--- src/rtl/noc_flit_serializer_pkg.sv ---
// -----------------------------------------------------------------------------
// noc_flit_serializer_pkg
//   Shared NoC flit definitions used by the FIFO drain-side serializer.
//   - NOCDataH : packed flit, {data[127:0], length[15:0]}
//   - clamp_len: trims a declared byte length to the flit payload size
//   - ST_*     : serializer FSM encodings
// -----------------------------------------------------------------------------
package noc_flit_serializer_pkg;

    localparam int NOC_DATA_WIDTH = 128;
    localparam int NOC_LEN_WIDTH  = 16;
    localparam int NOC_MAX_BYTES  = 16;

    // Width able to hold 0..NOC_MAX_BYTES inclusive.
    localparam int NOC_CLEN_WIDTH = $clog2(NOC_MAX_BYTES + 1);

    typedef logic [NOC_CLEN_WIDTH-1:0] noc_len_t;

    typedef struct packed {
        logic [NOC_DATA_WIDTH-1:0] data;
        logic [NOC_LEN_WIDTH-1:0]  length;
    } NOCDataH;

    localparam logic [0:0] ST_IDLE = 1'b0;
    localparam logic [0:0] ST_SEND = 1'b1;

    // Lengths beyond the payload size are treated as a full flit.
    function automatic noc_len_t clamp_len(input logic [NOC_LEN_WIDTH-1:0] length);
        if (length > NOC_LEN_WIDTH'(NOC_MAX_BYTES))
            return noc_len_t'(NOC_MAX_BYTES);
        return length[NOC_CLEN_WIDTH-1:0];
    endfunction

endpackage

--- src/rtl/noc_flit_serializer.sv ---
// -----------------------------------------------------------------------------
// noc_flit_serializer
//   Pops NOCDataH flits from a FIFO and re-emits their valid bytes as narrow
//   beats, LSB word first, trimming each flit to its declared length.
//
// Parameters
//   dataWidth      : beat width in bits (8, 16, 32 or 64)
// Ports
//   CLK, nRST      : clock, asynchronous active-low reset
//   in_first       : FIFO head flit {data, length}
//   in_first__RDY  : head flit valid
//   in_deq__RDY    : FIFO can accept a dequeue
//   in_deq__ENA    : dequeue strobe, one pulse per flit
//   out_enq_v      : beat payload (zero outside SEND)
//   out_enq__ENA   : beat strobe
//   out_enq__RDY   : consumer can accept a beat
// -----------------------------------------------------------------------------
module noc_flit_serializer
    import noc_flit_serializer_pkg::*;
#(
    parameter int dataWidth = 32
) (
    input  logic                                   CLK,
    input  logic                                   nRST,
    input  logic [NOC_DATA_WIDTH+NOC_LEN_WIDTH-1:0] in_first,
    input  logic                                   in_first__RDY,
    input  logic                                   in_deq__RDY,
    output logic                                   in_deq__ENA,
    output logic [dataWidth-1:0]                   out_enq_v,
    output logic                                   out_enq__ENA,
    input  logic                                   out_enq__RDY
);

    localparam int BPB      = dataWidth / 8;
    localparam int MAXBEATS = NOC_DATA_WIDTH / dataWidth;
    localparam int IDX_W    = $clog2(MAXBEATS);

    NOCDataH                   head;
    noc_len_t                  head_len;
    int                        head_beats;

    logic [0:0]                state_q, state_d;
    logic [IDX_W-1:0]          idx_q, idx_d;
    logic [IDX_W-1:0]          last_q, last_d;
    noc_len_t                  len_q, len_d;
    logic [NOC_DATA_WIDTH-1:0] data_q, data_d;

    logic                      sending;
    logic                      send_last;
    logic                      load;
    logic [dataWidth-1:0]      beat_raw;
    logic [dataWidth-1:0]      beat_masked;

    assign head     = NOCDataH'(in_first);
    assign head_len = clamp_len(head.length);

    assign sending   = (state_q == ST_SEND);
    assign send_last = sending && (idx_q == last_q) && out_enq__RDY;

    // Gated by nRST so no dequeue escapes while the block is held in reset
    // (the FSM already sits in IDLE, which would otherwise allow a load).
    assign load = nRST && in_first__RDY && in_deq__RDY && (!sending || send_last);

    assign in_deq__ENA  = load;
    assign out_enq__ENA = sending && out_enq__RDY;

    // Beat mux plus byte trim. Only the final beat can contain bytes at or
    // beyond len, so masking every beat against len is equivalent and cheaper
    // than decoding "is last" first.
    always_comb begin
        // NOTE: every combinational output gets a default before any branch,
        // otherwise unassigned paths infer latches.
        beat_raw    = '0;
        beat_masked = '0;
        head_beats  = (int'(head_len) + BPB - 1) / BPB;
        for (int i = 0; i < MAXBEATS; i++) begin
            if (idx_q == IDX_W'(i))
                beat_raw = data_q[i*dataWidth +: dataWidth];
        end
        for (int b = 0; b < BPB; b++) begin
            if (int'(idx_q) * BPB + b < int'(len_q))
                beat_masked[b*8 +: 8] = beat_raw[b*8 +: 8];
        end
    end

    assign out_enq_v = sending ? beat_masked : '0;

    always_comb begin
        state_d = state_q;
        idx_d   = idx_q;
        last_d  = last_q;
        len_d   = len_q;
        data_d  = data_q;
        if (load) begin
            // Covers both the IDLE load and the no-bubble reload on the last beat.
            data_d  = head.data;
            len_d   = head_len;
            idx_d   = '0;
            last_d  = IDX_W'(head_beats - 1);
            state_d = (head_beats > 0) ? ST_SEND : ST_IDLE;
        end else if (sending && out_enq__RDY) begin
            if (idx_q == last_q)
                state_d = ST_IDLE;
            else
                idx_d = idx_q + 1'b1;
        end
    end

    // NOTE: sequential state uses non-blocking assignments only, so every
    // register samples pre-edge values regardless of block ordering.
    always_ff @(posedge CLK or negedge nRST) begin
        if (!nRST) begin
            state_q <= ST_IDLE;
            idx_q   <= '0;
            last_q  <= '0;
            len_q   <= '0;
            // NOTE: the wide flit register is deliberately reset so a partial
            // flit cannot leak through after a mid-flit reset.
            data_q  <= '0;
        end else begin
            state_q <= state_d;
            idx_q   <= idx_d;
            last_q  <= last_d;
            len_q   <= len_d;
            data_q  <= data_d;
        end
    end

endmodule

--- config.mk ---
export PLATFORM = sky130hd
export DESIGN_NAME = noc_flit_serializer
export DESIGN_NICKNAME = d
export VERILOG_FILES = /design/src/rtl/noc_flit_serializer_pkg.sv /design/src/rtl/noc_flit_serializer.sv
export SDC_FILE = /design/constraint.sdc
export NUM_CORES = 1
export LEC_CHECK = 0
export BUFFER_PORTS_ARGS = -buffer_cell sky130_fd_sc_hd__buf_2
export CORE_UTILIZATION = 48
export CTS_BUF_LIST = sky130_fd_sc_hd__clkbuf_16
export CTS_CLUSTER_DIAMETER = 30
export DETAILED_ROUTE_END_ITERATION = 10
export PLACE_DENSITY_LB_ADDON = 0.08
export SLEW_MARGIN = 20
export SYNTH_ARGS = -nofsm -noshare
export SYNTH_HDL_FRONTEND = slang
export SYNTH_SLANG_ARGS = --single-unit
--- constraint.sdc ---
create_clock -name CLK -period 1.8 [get_ports CLK]
set_input_delay 0.36 -clock CLK [delete_from_list [all_inputs] [get_ports CLK]]
set_output_delay 0.36 -clock CLK [all_outputs]
set_load 0.01 [all_outputs]
== Word-level counts from Yosys, hierarchy flattened ==
Index checks and enable logic that the tools add are counted.

* Output and inout bits: 34
* Logic and storage cells: 58
* Flip-flop bits (word level): 138
* Input bits: 149
* Memory bits (read-only): 0
* Memories: 0
* Latch bits: 0
* Memory bits (writable): 0

* Divide/modulo/power cells: 0
* Magnitude comparators: 6
* Muxes and demuxes: 19
* $add $sub $neg: 8
* Shifts and indexed selects: 0
* Bitwise logic cells: 1
* Eq/ne operators: 5
* Reductions and logical operators: 14
* Multipliers: 0

{| class="wikitable"
|+ Operator list
! cell !! number
|-
| $mux W32 || 5
|-
| $add A32 B1 Y32 || 1
|-
| $gt A32 B1 Y1 const B || 1
|-
| $mux W8 || 4
|-
| $gt A16 B5 Y1 const B || 1
|-
| $lt A5 B5 Y1 || 3
|-
| $add A4 B2 Y5 const B || 2
|-
| $mux W5 || 2
|-
| $sub A6 B1 Y7 const B || 1
|-
| $add A5 B3 Y6 const B || 1
|-
| $logic_and A1 B1 Y1 || 6
|-
| $mux W2 || 3
|-
| $add A4 B1 Y5 const B || 1
|-
| $lt A4 B5 Y1 || 1
|-
| $mux W1 || 5
|-
| $eq A2 B2 Y1 const B || 2
|-
| $reduce_and A2 Y1 || 2
|-
| $reduce_bool A2 Y1 || 2
|-
| $add A2 B1 Y2 const B || 1
|-
| $eq A2 B1 Y1 const B || 1
|-
| $eq A2 B2 Y1 || 1
|-
| $logic_not A2 Y1 || 1
|-
| $ne A2 B2 Y1 const B || 1
|-
| $reduce_or A2 Y1 || 1
|-
| other kinds (4) || 4
|}

== Longest topological paths before layout ==
* Word-level depth: 11
* Gate-level depth with buffers: 8
* Depth with buffers taken out: 7

== Least setup slack after synthesis ==
Ideal clock, no wire load.

* Path kind: flip-flop to output port
* Start point: register idx_q[1]
* End point: output out_enq_v[0]
* Cell stages (with the launch flop): 7
* Buffers on the path: 1
* Arrival: 1.608 ns
* Path slack: -0.168 ns
* Data required time: 1.440 ns
* Path through: dfrtp_1 -> ha_1 -> a21oi_1 -> o21ai_0 -> or2_2 -> clkbuf_1 -> nor2_1

* Longest elaborated chain between the ends: 7
* Elaborated cells on any way between the ends: 11

{| class="wikitable"
|+ Ends and longest elaborated chain
! item !! RTL line !! source
|-
| start, declared || noc_flit_serializer.sv:43 || <nowiki>logic [IDX_W-1:0] idx_q, idx_d;</nowiki>
|-
| start signal, assigned || noc_flit_serializer.sv:122 || <nowiki>idx_q <= idx_d;</nowiki>
|-
| $logic_not A2 Y1 || noc_flit_serializer.sv:77 || <nowiki>if (idx_q == IDX_W'(i))</nowiki>
|-
| $mux W32 (4 in series) || noc_flit_serializer.sv:77 ||
|-
| $mux W8 (*) || noc_flit_serializer.sv:81 || <nowiki>if (int'(idx_q) * BPB + b < int'(len_q))</nowiki>
|-
| $mux W32 (*) || noc_flit_serializer.sv:86 || <nowiki>assign out_enq_v = sending ? beat_masked : '0;</nowiki>
|-
| end, declared || noc_flit_serializer.sv:29 || <nowiki>output logic [dataWidth-1:0] out_enq_v,</nowiki>
|}

Every way passes the cells marked *; elsewhere a longest branch is shown, timed or not.

== Worst setup path in the final report ==
* Start point: register idx_q[0]
* End point: output out_enq_v[1]

The elaborated chain is that of the path after synthesis.

==> results.cfg <==
[clock_network]
tritoncts_clock_tree = yes
cts-root-to-sink-buffers = 2
clk-insertion-delay-late_ns = 0.42
clock_tree.htree_level_count = 4
clkSinkCount = 138
clkTransAtPathRegs_ns = 0.06
clock_root_buffer = sky130_fd_sc_hd__clkbuf_16
cts_made_buffers = 17

[power_and_ir_drop]
max-vdd-ir-drop_mv = 1.058
cellPowerDensity_nw_per_um2 = 1902
report.power.total_uw = 19010
leak_pwr_uw = 0.004588

[floorplan]
design.portCount = 183
die_area_um2 = 14610
die_w_um = 120.9
initial_core_util = 0.4905
chipHeight_um = 120.9
core_region_area_um2 = 13830
num_rows = 43

[synth]
seq_area_frac_synth = 0.5091
netlist_instances = 594
area_contributors_post_synth = sky130_fd_sc_hd__dfrtp_1, sky130_fd_sc_hd__mux2_2, sky130_fd_sc_hd__mux2_4
synthesis.area_um2 = 6783
post-synth-top-area-fraction = 0.5091
ys_warn_count = 0
synth.avg_cell_area_um2 = 11.42
synth_cell_type_count = 32
synth_top_area_cell = sky130_fd_sc_hd__dfrtp_1
synth.net_count = 751
ys_seq_elements = 138

[grt]
grt_first_pass_wirelength_um = 28260
gr-total-overflow = 0
grt_max_degree = 139
first_global_vias = 5608
grt_antenna_before_repair = 0
global_route.usage.total = 0.2530

[job]
timing.max_cap.violations = 0

[route]
detail_route.wl_per_cell_um = 18.08
sum_of_routed_wire_segments_on_met1_um = 7797
post_drt_via_cell_ratio = 5.354
maxUsedRoutingLayer = met4
drt-total-wl_um = 18470
drcViolationCount = 0
met3_wire_length_um = 1085
ant_nets = 0
detail_route.iter0.violations = 285
detailroute.wirelength.met2_um = 9433
pre_repair_dr_iteration_count = 5
via_count = 5472

[sta]
setup_violations = 161
post-route-worst-setup-slack_ns = -0.6055
period_share = 1.336
post-route-min-period_ns = 2.405
rsz0062_at_grt = yes
maxClockFrequency_mhz = 415.7
report.final.slew_viol_count = 0
timing.max_slew.rel_slack = 0.5226
worst_clock_skew_ns = 0.006080
number_of_endpoints_with_negative_hold_slack_in_the_final_report = 0
worstMarginPinSlew_ns = 0.7161

[worst_setup_path]
cp.arrival_ns = 2.05
worstSetupStartpointType = flip-flop
path_buf_inv = 4
critical_path.endpoint_type = primary output
cpLargestDelayFamily = buffers and inverters
timing.critical_path.required_ns = 1.44
crit_cells = 9
timing.reg2reg.worst_path_depth = 8
critical_path.slowest_cell = sky130_fd_sc_hd__dfrtp_2
crit_chain = inv_4 -> ha_4 -> buf_12 -> buf_12 -> a21oi_1 -> o21ai_1 -> a22oi_2 -> nor2_4 -> buf_6
peak_fanout_along_the_critical_path = 5
crit_path_max_incr_delay_ns = 0.45
most_frequent_cell_on_critical_path = sky130_fd_sc_hd__buf_12
critPathKind = reg2out

[placed_design]
finalWeightedCongestion = 0.7888
place_hpwl_um = 11870
dpl-instance-area_um2 = 8398
io_buffer_count = 182

[min_path]
hold_path.class = in2async

[layout]
final_common_cell = sky130_fd_sc_hd__buf_2
diodes = 0
flow.area_growth_from_synthesis_pct = 47.32
finish.net_count = 986
num-fill-cells = 994
post_route_cells_drive_above_1_share = 0.6021
most-common-layout-cells = sky130_fd_sc_hd__buf_2, sky130_fd_sc_hd__dfrtp_1, sky130_fd_sc_hd__mux2_2
fin_area_um2 = 9992

[outcome]
failed_checks = negative setup slack
result_of_the_run = finished with violations
-- cell type report --
cell class	count	area, µm²	share of cell area
Multi-Input combinational cell	374	3543	0.3546
Sequential cell	138	3456	0.3459
Timing Repair Buffer	256	2021	0.2022
Clock buffer	17	425.4	0.04257
Tap cell	180	225.2	0.02254
Inverter	42	162.7	0.01628
Clock inverter	15	158.9	0.01590
-- through the flow --
step / setup WS, ns / util / hold WS (ns) / std cells / setup TNS (ns)
final: -0.6055 / 0.7227 / 0.09295 / 1022 / -45.01
after floorplan: -0.01850 / - / 0.06441 / 594 / -0.6834
after global placement: -0.2164 / 0.6074 / 0.4700 / 964 / -27.78
after global routing: -0.6706 / 0.7227 / 0.1421 / 1022 / -57.94
after detailed placement: -0.2813 / 0.6074 / 0.4752 / 964 / -33.09
after CTS: -0.6110 / 0.6934 / 0.1291 / 1010 / -46.49
-- synthesized netlist by cell type, drive strengths merged --
cell,instances
nand2,33
nand3,4
and2,1
buf,21
or4,2
nand3b,1
nor4,3
a21boi,1
o31ai,1
nor3,1
mux2,130
a22oi,32
o21ai,41
nor2,36
dfrtp,138
xnor2,4
o21bai,2
o41ai,2
and3,1
ha,8
inv,42
a31oi,1
or2,2
mux2i,1
clkbuf,19
a21oi,67
-- sequential cells by signal (all words and copies together), names as in the netlist --
name / count
data_q: 128
sending: 1
idx_q: 2
last_q: 2
len_q: 5
-- routing by layer --
layer / track usage / vias to the layer above
met1: 0.3145 / 2757
li1: - / 2557
met5: 0 / -
met2: 0.4268 / 145
met3: 0.07096 / 13
met4: 0.07562 / 0
-- where the power goes --
| group | internal (µW) | switching (µW) |
|---|---|---|
| Combinational | 5350 | 4540 |
| Clock | 2150 | 1320 |
| Sequential | 4630 | 1030 |
-- cells by family (layout without fill, tap and decap cells) --
family	count (synthesis)	count (layout)	synth area share
AO/OA/AOI/OAI	147	147	0.1253
flip-flops	138	138	0.5091
multiplexers	131	131	0.2394
AND/OR/NAND/NOR	84	84	0.05276
buffers and inverters	82	330	0.05350
adder cells (fa/ha/maj)	8	8	0.01476
XOR/XNOR	4	4	0.005165
-- final timing paths --
path	slack, ns	to	from
max in group asynchronous	1.20	idx_q[1]$_DFFE_PN0P_	nRST
min in group CLK	0.15	data_q[89]$_DFFE_PN0P_	in_first[105]
min	0.09	data_q[96]$_DFFE_PN0P_	nRST
max reg2reg	-0.32	data_q[113]$_DFFE_PN0P_	idx_q[1]$_DFFE_PN0P_
max	-0.61	out_enq_v[1]	idx_q[0]$_DFFE_PN0P_
min reg2reg	0.48	data_q[89]$_DFFE_PN0P_	data_q[89]$_DFFE_PN0P_
-- timing repair --
action / in CTS / in global routing
setup buffers: 9 / 11
hold endpoints to repair: 0 / 0
pin swaps: 26 / 38
cloned: 6 / 2
hold buffers: 0 / 0
endpoints found under the setup margin: 165 / 163
resized for setup: 100 / 67
Power figures use the tool's default switching activity.
